File: src/rtl/matmul_engine.sv
// matmul_engine: weight-stationary Y = W*X engine with handshake, signed mode and saturation
module matmul_engine #(
  parameter int N = 5,
  parameter int K = 5,
  parameter int T = 10,
  parameter int DW = 8,
  parameter int OW = 8,
  parameter int SIGNED = 0,
  parameter int AW = 2*DW+$clog2(K)
) (
  input  logic            CLK,
  input  logic            RST,
  input  logic            START,
  input  logic            SAT,
  input  logic            W_VAL,
  input  logic [K*DW-1:0] W_DATA,
  input  logic            IN_VAL,
  output logic            IN_RDY,
  input  logic [K*DW-1:0] IN_DATA,
  output logic            OUT_VAL,
  output logic [N*OW-1:0] OUT_DATA,
  output logic [N-1:0]    OUT_OV,
  output logic            BUSY,
  output logic            DONE
);
  localparam int WCW = $clog2(N+1);
  localparam int VCW = $clog2(T+1);

  typedef enum logic [1:0] {IDLE, LOAD_W, RUN, DRAIN} state_t;

  state_t state_q, state_d;
  logic [WCW-1:0] wcnt_q, wcnt_d;
  logic [VCW-1:0] vcnt_q, vcnt_d;
  logic dcnt_q, dcnt_d;
  logic sat_q, sat_d;
  logic done_d, done_q;
  logic [K*DW-1:0] w_q [N];
  logic [K*DW-1:0] x_q;
  logic v0_q, v1_q;
  logic [2*DW-1:0] prod_q [N][K];
  logic out_val_q;
  logic [N*OW-1:0] out_q, conv;
  logic [N-1:0] ov_q, ov;
  logic [AW-1:0] acc;
  logic [OW-1:0] lim;
  logic accept;

  function automatic logic [2*DW-1:0] ext_d(input logic [DW-1:0] v);
    logic signed [2*DW-1:0] s;
    s = $signed(v);
    return (SIGNED != 0) ? s : {{DW{1'b0}}, v};
  endfunction

  function automatic logic [AW-1:0] ext_p(input logic [2*DW-1:0] p);
    logic signed [AW-1:0] s;
    s = $signed(p);
    return (SIGNED != 0) ? s : AW'(p);
  endfunction

  assign IN_RDY = state_q == RUN;
  assign BUSY = state_q != IDLE;
  assign accept = IN_VAL && IN_RDY;
  assign OUT_VAL = out_val_q;
  assign OUT_DATA = out_q;
  assign OUT_OV = ov_q;
  assign DONE = done_q;

  // Job sequencing: weight load, vector streaming, then a two-cycle drain
  always_comb begin
    state_d = state_q;
    wcnt_d = wcnt_q;
    vcnt_d = vcnt_q;
    dcnt_d = dcnt_q;
    sat_d = sat_q;
    done_d = 1'b0;
    case (state_q)
      IDLE: if (START) begin
        state_d = LOAD_W;
        sat_d = SAT;
        wcnt_d = '0;
        vcnt_d = '0;
      end
      LOAD_W: if (W_VAL) begin
        wcnt_d = wcnt_q + 1'b1;
        state_d = (wcnt_q == WCW'(N-1)) ? RUN : LOAD_W;
      end
      RUN: if (IN_VAL) begin
        vcnt_d = vcnt_q + 1'b1;
        dcnt_d = 1'b0;
        state_d = (vcnt_q == VCW'(T-1)) ? DRAIN : RUN;
      end
      DRAIN: begin
        dcnt_d = 1'b1;
        state_d = dcnt_q ? IDLE : DRAIN;
        done_d = dcnt_q;
      end
      default: state_d = IDLE;
    endcase
  end

  // Control state register
  always_ff @(posedge CLK) begin
    if (RST) begin
      state_q <= IDLE;
      wcnt_q <= '0;
      vcnt_q <= '0;
      dcnt_q <= 1'b0;
      sat_q <= 1'b0;
      done_q <= 1'b0;
    end else begin
      state_q <= state_d;
      wcnt_q <= wcnt_d;
      vcnt_q <= vcnt_d;
      dcnt_q <= dcnt_d;
      sat_q <= sat_d;
      done_q <= done_d;
    end
  end

  // Weight rows are written in arrival order and kept until the next load
  always_ff @(posedge CLK) begin
    for (int n = 0; n < N; n++)
      if (state_q == LOAD_W && W_VAL && wcnt_q == WCW'(n)) w_q[n] <= W_DATA;
  end

  // Input capture and stage-1 products against the stationary weights
  always_ff @(posedge CLK) begin
    if (accept) x_q <= IN_DATA;
    for (int n = 0; n < N; n++)
      for (int k = 0; k < K; k++)
        prod_q[n][k] <= ext_d(w_q[n][k*DW +: DW]) * ext_d(x_q[k*DW +: DW]);
  end

  // Full-precision reduction per lane, then range check and saturate or wrap
  always_comb begin
    conv = '0;
    ov = '0;
    acc = '0;
    lim = '0;
    for (int n = 0; n < N; n++) begin
      acc = '0;
      for (int k = 0; k < K; k++) acc = acc + ext_p(prod_q[n][k]);
      ov[n] = (SIGNED != 0) ? !(&acc[AW-1:OW-1] || ~|acc[AW-1:OW-1]) : |acc[AW-1:OW];
      lim = (SIGNED != 0) ? (acc[AW-1] ? {1'b1, {(OW-1){1'b0}}} : {1'b0, {(OW-1){1'b1}}}) : '1;
      conv[n*OW +: OW] = (sat_q && ov[n]) ? lim : acc[OW-1:0];
    end
  end

  // Pipeline valids and output registers; reset discards anything in flight
  always_ff @(posedge CLK) begin
    if (RST) begin
      v0_q <= 1'b0;
      v1_q <= 1'b0;
      out_val_q <= 1'b0;
      out_q <= '0;
      ov_q <= '0;
    end else begin
      v0_q <= accept;
      v1_q <= v0_q;
      out_val_q <= v1_q;
      if (v1_q) begin
        out_q <= conv;
        ov_q <= ov;
      end
    end
  end
endmodule
File: config.mk
export PLATFORM = sky130hd
export DESIGN_NAME = matmul_engine
export DESIGN_NICKNAME = d
export VERILOG_FILES = /design/src/rtl/matmul_engine.sv
export SDC_FILE = /design/constraint.sdc
export NUM_CORES = 2
export LEC_CHECK = 0
export CORE_MARGIN = 4
export CORE_UTILIZATION = 30
export DETAILED_ROUTE_END_ITERATION = 10
export MAX_ROUTING_LAYER = met4
export SLEW_MARGIN = 0
export SYNTH_ARGS = -nofsm -noshare
export SYNTH_HDL_FRONTEND = slang
export SYNTH_SLANG_ARGS = --single-unit
File: constraint.sdc
create_clock -name CLK -period 7.65 [get_ports CLK]
set_input_delay 1.1475 -clock CLK [delete_from_list [all_inputs] [get_ports CLK]]
set_output_delay 1.1475 -clock CLK [all_outputs]
set_load 0.005 [all_outputs]
[After elaboration in Yosys (flattened, before gate mapping)]
Memories as Yosys holds them, arrays and structs flattened.
Cells that the tools add are included.
Widths: inputs -> output; s select.
Storage, ports and cells
  memories: 2
  register bits after elaboration: 100
  logic and storage cells: 148
  RAM bits: 600
Operators by class
  eq/ne operators: 11
  mux-type cells: 42
  multiply operators: 25
  reduce and logical (&&, ||, !) cells: 33
  bitwise operators: 1
  $add $sub $neg: 22
Memories
  prod_q: words 5, bits a word 80, rd ports 5, clocked after Yosys merged registers in 0, wr ports 5, line 40  | logic [2*DW-1:0] prod_q [N][K];
  w_q: words 5, bits a word 40, rd ports 5, clocked after Yosys merged registers in 0, wr ports 1, line 37  | logic [K*DW-1:0] w_q [N];
Operators with widths (count)
  $mul 8x8->16: 25
  $mux 40: 4
  $reduce_or 40->1: 4
  $add 18x16->19: 5
  $add 19x16->19: 5
  $add 17x16->18: 5
  $add 16x16->17: 5
  $reduce_or 11->1: 5
  $mux 8: 5
  $mux 3: 6
  $mux 1: 16
  $logic_and 1x1->1: 12
  $mux 2: 5
  $reduce_and 3->1: 3
  $mux 4: 2
  $pmux 2 s4: 1
  $pmux 4 s2: 1
  $reduce_bool 2->1: 4
  $eq 3x2->1 const B: 2
  $ne 2x2->1 const B: 3
  $pmux 3 s2: 1
  $add 4x1->4 const B: 1
  $eq 2x2->1 const B: 2
  $eq 4x4->1 const B: 1
  other kinds (10): 11

[Logic depth before layout (Yosys ltp)]
  word-level depth: 10
  gate-level depth with buffers: 18
  gate-level depth less buffers: 17

[Least setup slack after synthesis]
No wires, ideal clock.
  kind: input to register
  start point: input port W_VAL
  end point: memory w_q[0][100] in the netlist's numbering, enable pin
  arrival: 5468 ps
  stages: 2
  buffers on the path: 0
  path slack: 1631 ps
  setup time: 551 ps
  cells stage by stage: nand2_1 nor4b_1
On the way
  longest elaborated chain between the ends: 9
  elaborated cells on any way between the ends: 28
RTL lines
  from (decl): line 15  | input logic W_VAL,
  $logic_and 1x1->1 (*): line 123  | if (state_q == LOAD_W && W_VAL && wcnt_q == WCW'(n)) w_q[n] <= W_DATA;
  $logic_and 1x1->1: line 123
  $mux 1: line 123
  $mux 1 (not written as such): line 123
  $reduce_or 40->1 (no source line)
  $mux 3 (no source line) or $mux 1 (tied branches) (4 in series)
  to (decl): line 37
Mark *: on every way between the ends. The rest lies on a longest branch, timed or not.

==> reports/results.tsv <==
stage	metric	value	unit
run_status	status	completed	
detailed_routing	drt total wl	224000	um
logic_synthesis	synth top area cells	fa_1 (29%), ha_1 (16%), dfxtp_1 (12%)	
logic_synthesis	warnings from Yosys	0	
pwr	Power Dens Cells	166	nW/um^2
grt	initial antenna violation count	24	
timing	Slew Viols, Final	0	
flow_run	max_cap viols	0	
grt	GRT Total Usage	17.2	%
die	Die ar.	271000	um^2
die	initial core utilization	30.2	%
place	Place WS	2460	ps
logic_synthesis	Syn Inst Count	8215	
clock_network	CTS Hold Bufs	0	
place	hpwl dp	182000	um
detailed_routing	initial drt markers	3788	
grt	global-route wire length before repair	349000	um
timing	Slew HR	28.7	%
worst_hold_path	Hold WC Path Type	flop to flop	
logic_synthesis	synthesized area	78700	um^2
grt	GRT overflow	0	
logic_synthesis	sequential element share of the synthesized area	20.9	%
timing	Layout Skew	27.2	ps
place	routability cong.	0.943	
setup_path	crit-path max FO	24	
layout	Area Overhead vs Synth	11.0	%
clock_network	clk root buf	clkbuf_16	
grt	vias in the first global route	58500	
layout	final core area utilization	33.6	%
logic_synthesis	syn_nets	10400	
detailed_routing	antenna-violating nets left	0	
logic_synthesis	Synth top area share	28.9	%
setup_path	CP Capture Type	flop	
timing	final worst setup slack	2440	ps
clock_network	Max clock buf depth	3	
timing	final-report setup violation count	0	
detailed_routing	Residual DRC	0	
die	I/O pin cnt	135	
clock_network	CTS Buf Count	93	
timing	RSZ-0062 raised after global routing	no	
clock_network	CTS H-tree lvls	3	
logic_synthesis	Synth Register Bits	700	
detailed_routing	Via Count	55500	
logic_synthesis	Syn Area/Cell	9.58	um^2
logic_synthesis	async set-reset flop share out of synthesis	0	%
logic_synthesis	ys flop type	dfxtp_1	
layout	ratio of cells with drive above 1 in the final layout	3.34	%
clock_network	# clock sinks	700	
clock_network	Worst-Skew Late Latency	730	ps
worst_hold_path	WHS Path Cells	1	
detailed_routing	Vias/cell	4.67	
timing	post-route setup TNS	0	ps
clock_network	Setup Buffers After CTS	0	
setup_path	Data required, critical path	8320	ps
die	Die X	520	um
die	height of the chip	520	um
detailed_routing	drt pass-1 iters	6	
layout	# fillers	26400	
timing	Fin. Hold Viols	0	
clock_network	post-CTS sizing	0	
layout	NumNets Final	10500	
grt	largest net degree at the start of global routing	72	
timing	f_max	192	MHz
die	# rows	187	
clock_network	CTS tree	yes	
timing	actual slew at the worst max-slew pin	1060	ps
setup_path	r2r worst-path depth	15	
timing	fin crit share	68.1	%
logic_synthesis	Post-synth EDFFs	240	
setup_path	Critical Path AT	5870	ps
place	Buffers on Ports	134	
logic_synthesis	area leader, netlist	fa_1	
logic_synthesis	Unique masters post-synth	76	
pwr	worst-case vdd ir drop	0.492	mV
detailed_routing	drt wl/cell	18.9	um
clock_network	clock-pin slew on the worst setup and hold paths	60	ps
pwr	P_leak	42.5	nW
die	Core Region	260000	um^2
setup_path	WS Path Type	flop to flop	
setup_path	crit path launch type	flop	
timing	minimum clock period	5210	ps
[layout make-up]
class                      count  area (um^2)  area share (%)
inverter                    1748         6560            7.51
clock inverter                69          883            1.01
multi-input combinational   5552        54900            62.9
sequential                   700        16400            18.8
antenna                       20         50.0          0.0573
clock buffer                 106         2430            2.78
tap                         3496         4370            5.00
timing repair buffer         188         1740            1.99
[worst max-delay path: stages, from the launching register on]
cell and delay, ps:
edfxtp_1 1000, buf_4 380, nand2_1 110, fa_1 490
fa_1 550, inv_1 50, fa_1 470, inv_1 50
fa_1 470, inv_1 40, ha_1 320, a21o_1 190
a31o_2 250, a41o_1 250, o41ai_1 340, xnor2_1 160
[worst paths after layout]
kind	startpoint	slack, ps	endpoint
max	x_q[27]	2440	prod_q[3][31]
min	v0_q	450	v1_q
max reg2reg	x_q[27]	2440	prod_q[3][31]
min reg2reg	v0_q	450	v1_q
[Yosys cell counts (16+ instances only)]
library cell and instances:
a21oi_1 249, xor2_1 83, nand2b_1 42, and2_1 819, or3_1 22, ha_1 1002, or2_2 18, inv_1 1748
a211oi_1 32, o21bai_1 26, o21a_1 44, nor3_1 64, nor2_1 185, o211ai_1 32, nor2b_1 76, nand3_1 60
a311oi_1 19, o41ai_1 16, a21o_1 90, xnor2_1 266, a31o_2 23, fa_1 1135, a31oi_1 16, clkbuf_1 211
o21ai_0 91, nand2_1 959, a41oi_1 41, edfxtp_1 240, dfxtp_1 460
[stage by stage]
stage                     hold slack [ps]  total power (W)  instance area, um^2  cells
after floorplan                       414          0.00815                78700   8215
after global placement                440          0.00968                84000  11700
after detailed placement              442          0.00968                84000  11700
after CTS                             454           0.0145                87400  11900
after global routing                  469           0.0153                87400  11900
final                                 454           0.0145                87400  11900
[cell usage in the layout (no fill, tap or decap), types with 41 or more instances in the layout]
cell type / instances
dfxtp_1: 459
nand2_1: 959
and2_1: 819
nand3_1: 60
o21ai_0: 91
buf_4: 54
a21oi_1: 249
fa_1: 1135
a41oi_1: 41
xnor2_1: 266
ha_1: 1002
nand2b_1: 42
inv_1: 1747
clkbuf_16: 95
o21a_1: 44
nor3_1: 62
a21o_1: 90
xor2_1: 83
nor2_1: 185
nor2b_1: 76
edfxtp_1: 240
clkdlybuf4s50_1: 133
[layer usage]
metal  global-route usage (%)  part of all wire [%]  vias up
met5                        -                     0        -
met4                     5.11                   3.3        0
met3                     3.16                   5.7      297
met2                     27.0                    46     1319
met1                     22.5                    45    28200
li1                         -                     -    25600
[cell families after synthesis]
| kind of cell | synth area share [%] |
|---|---|
| buf+inv | 9.37 |
| compound gates | 6.43 |
| flops | 20.9 |
| fa+ha+maj | 44.8 |
| simple gates | 14.5 |
| mux | 0.157 |
| xor+xnor | 3.88 |
[state kept, by name (all words and copies together) (netlist names)]
| register | count |
|---|---|
| x_q | 40 |
| v1_q | 1 |
| OUT_OV | 5 |
| state_q | 2 |
| w_q | 200 |
| DONE | 1 |
| vcnt_q | 4 |
| wcnt_q | 3 |
| prod_q | 400 |
| dcnt_q | 1 |
| v0_q | 1 |
| OUT_DATA | 40 |
| OUT_VAL | 1 |
| sat_q | 1 |
[where the power goes]
group / internal [W] / switching [W]
sequential: 0.00400 / 0.000181
clock: 0.00283 / 0.00195
combinational: 0.00210 / 0.00344
total: 0.00893 / 0.00557
Power figures use the tool's default switching activity.
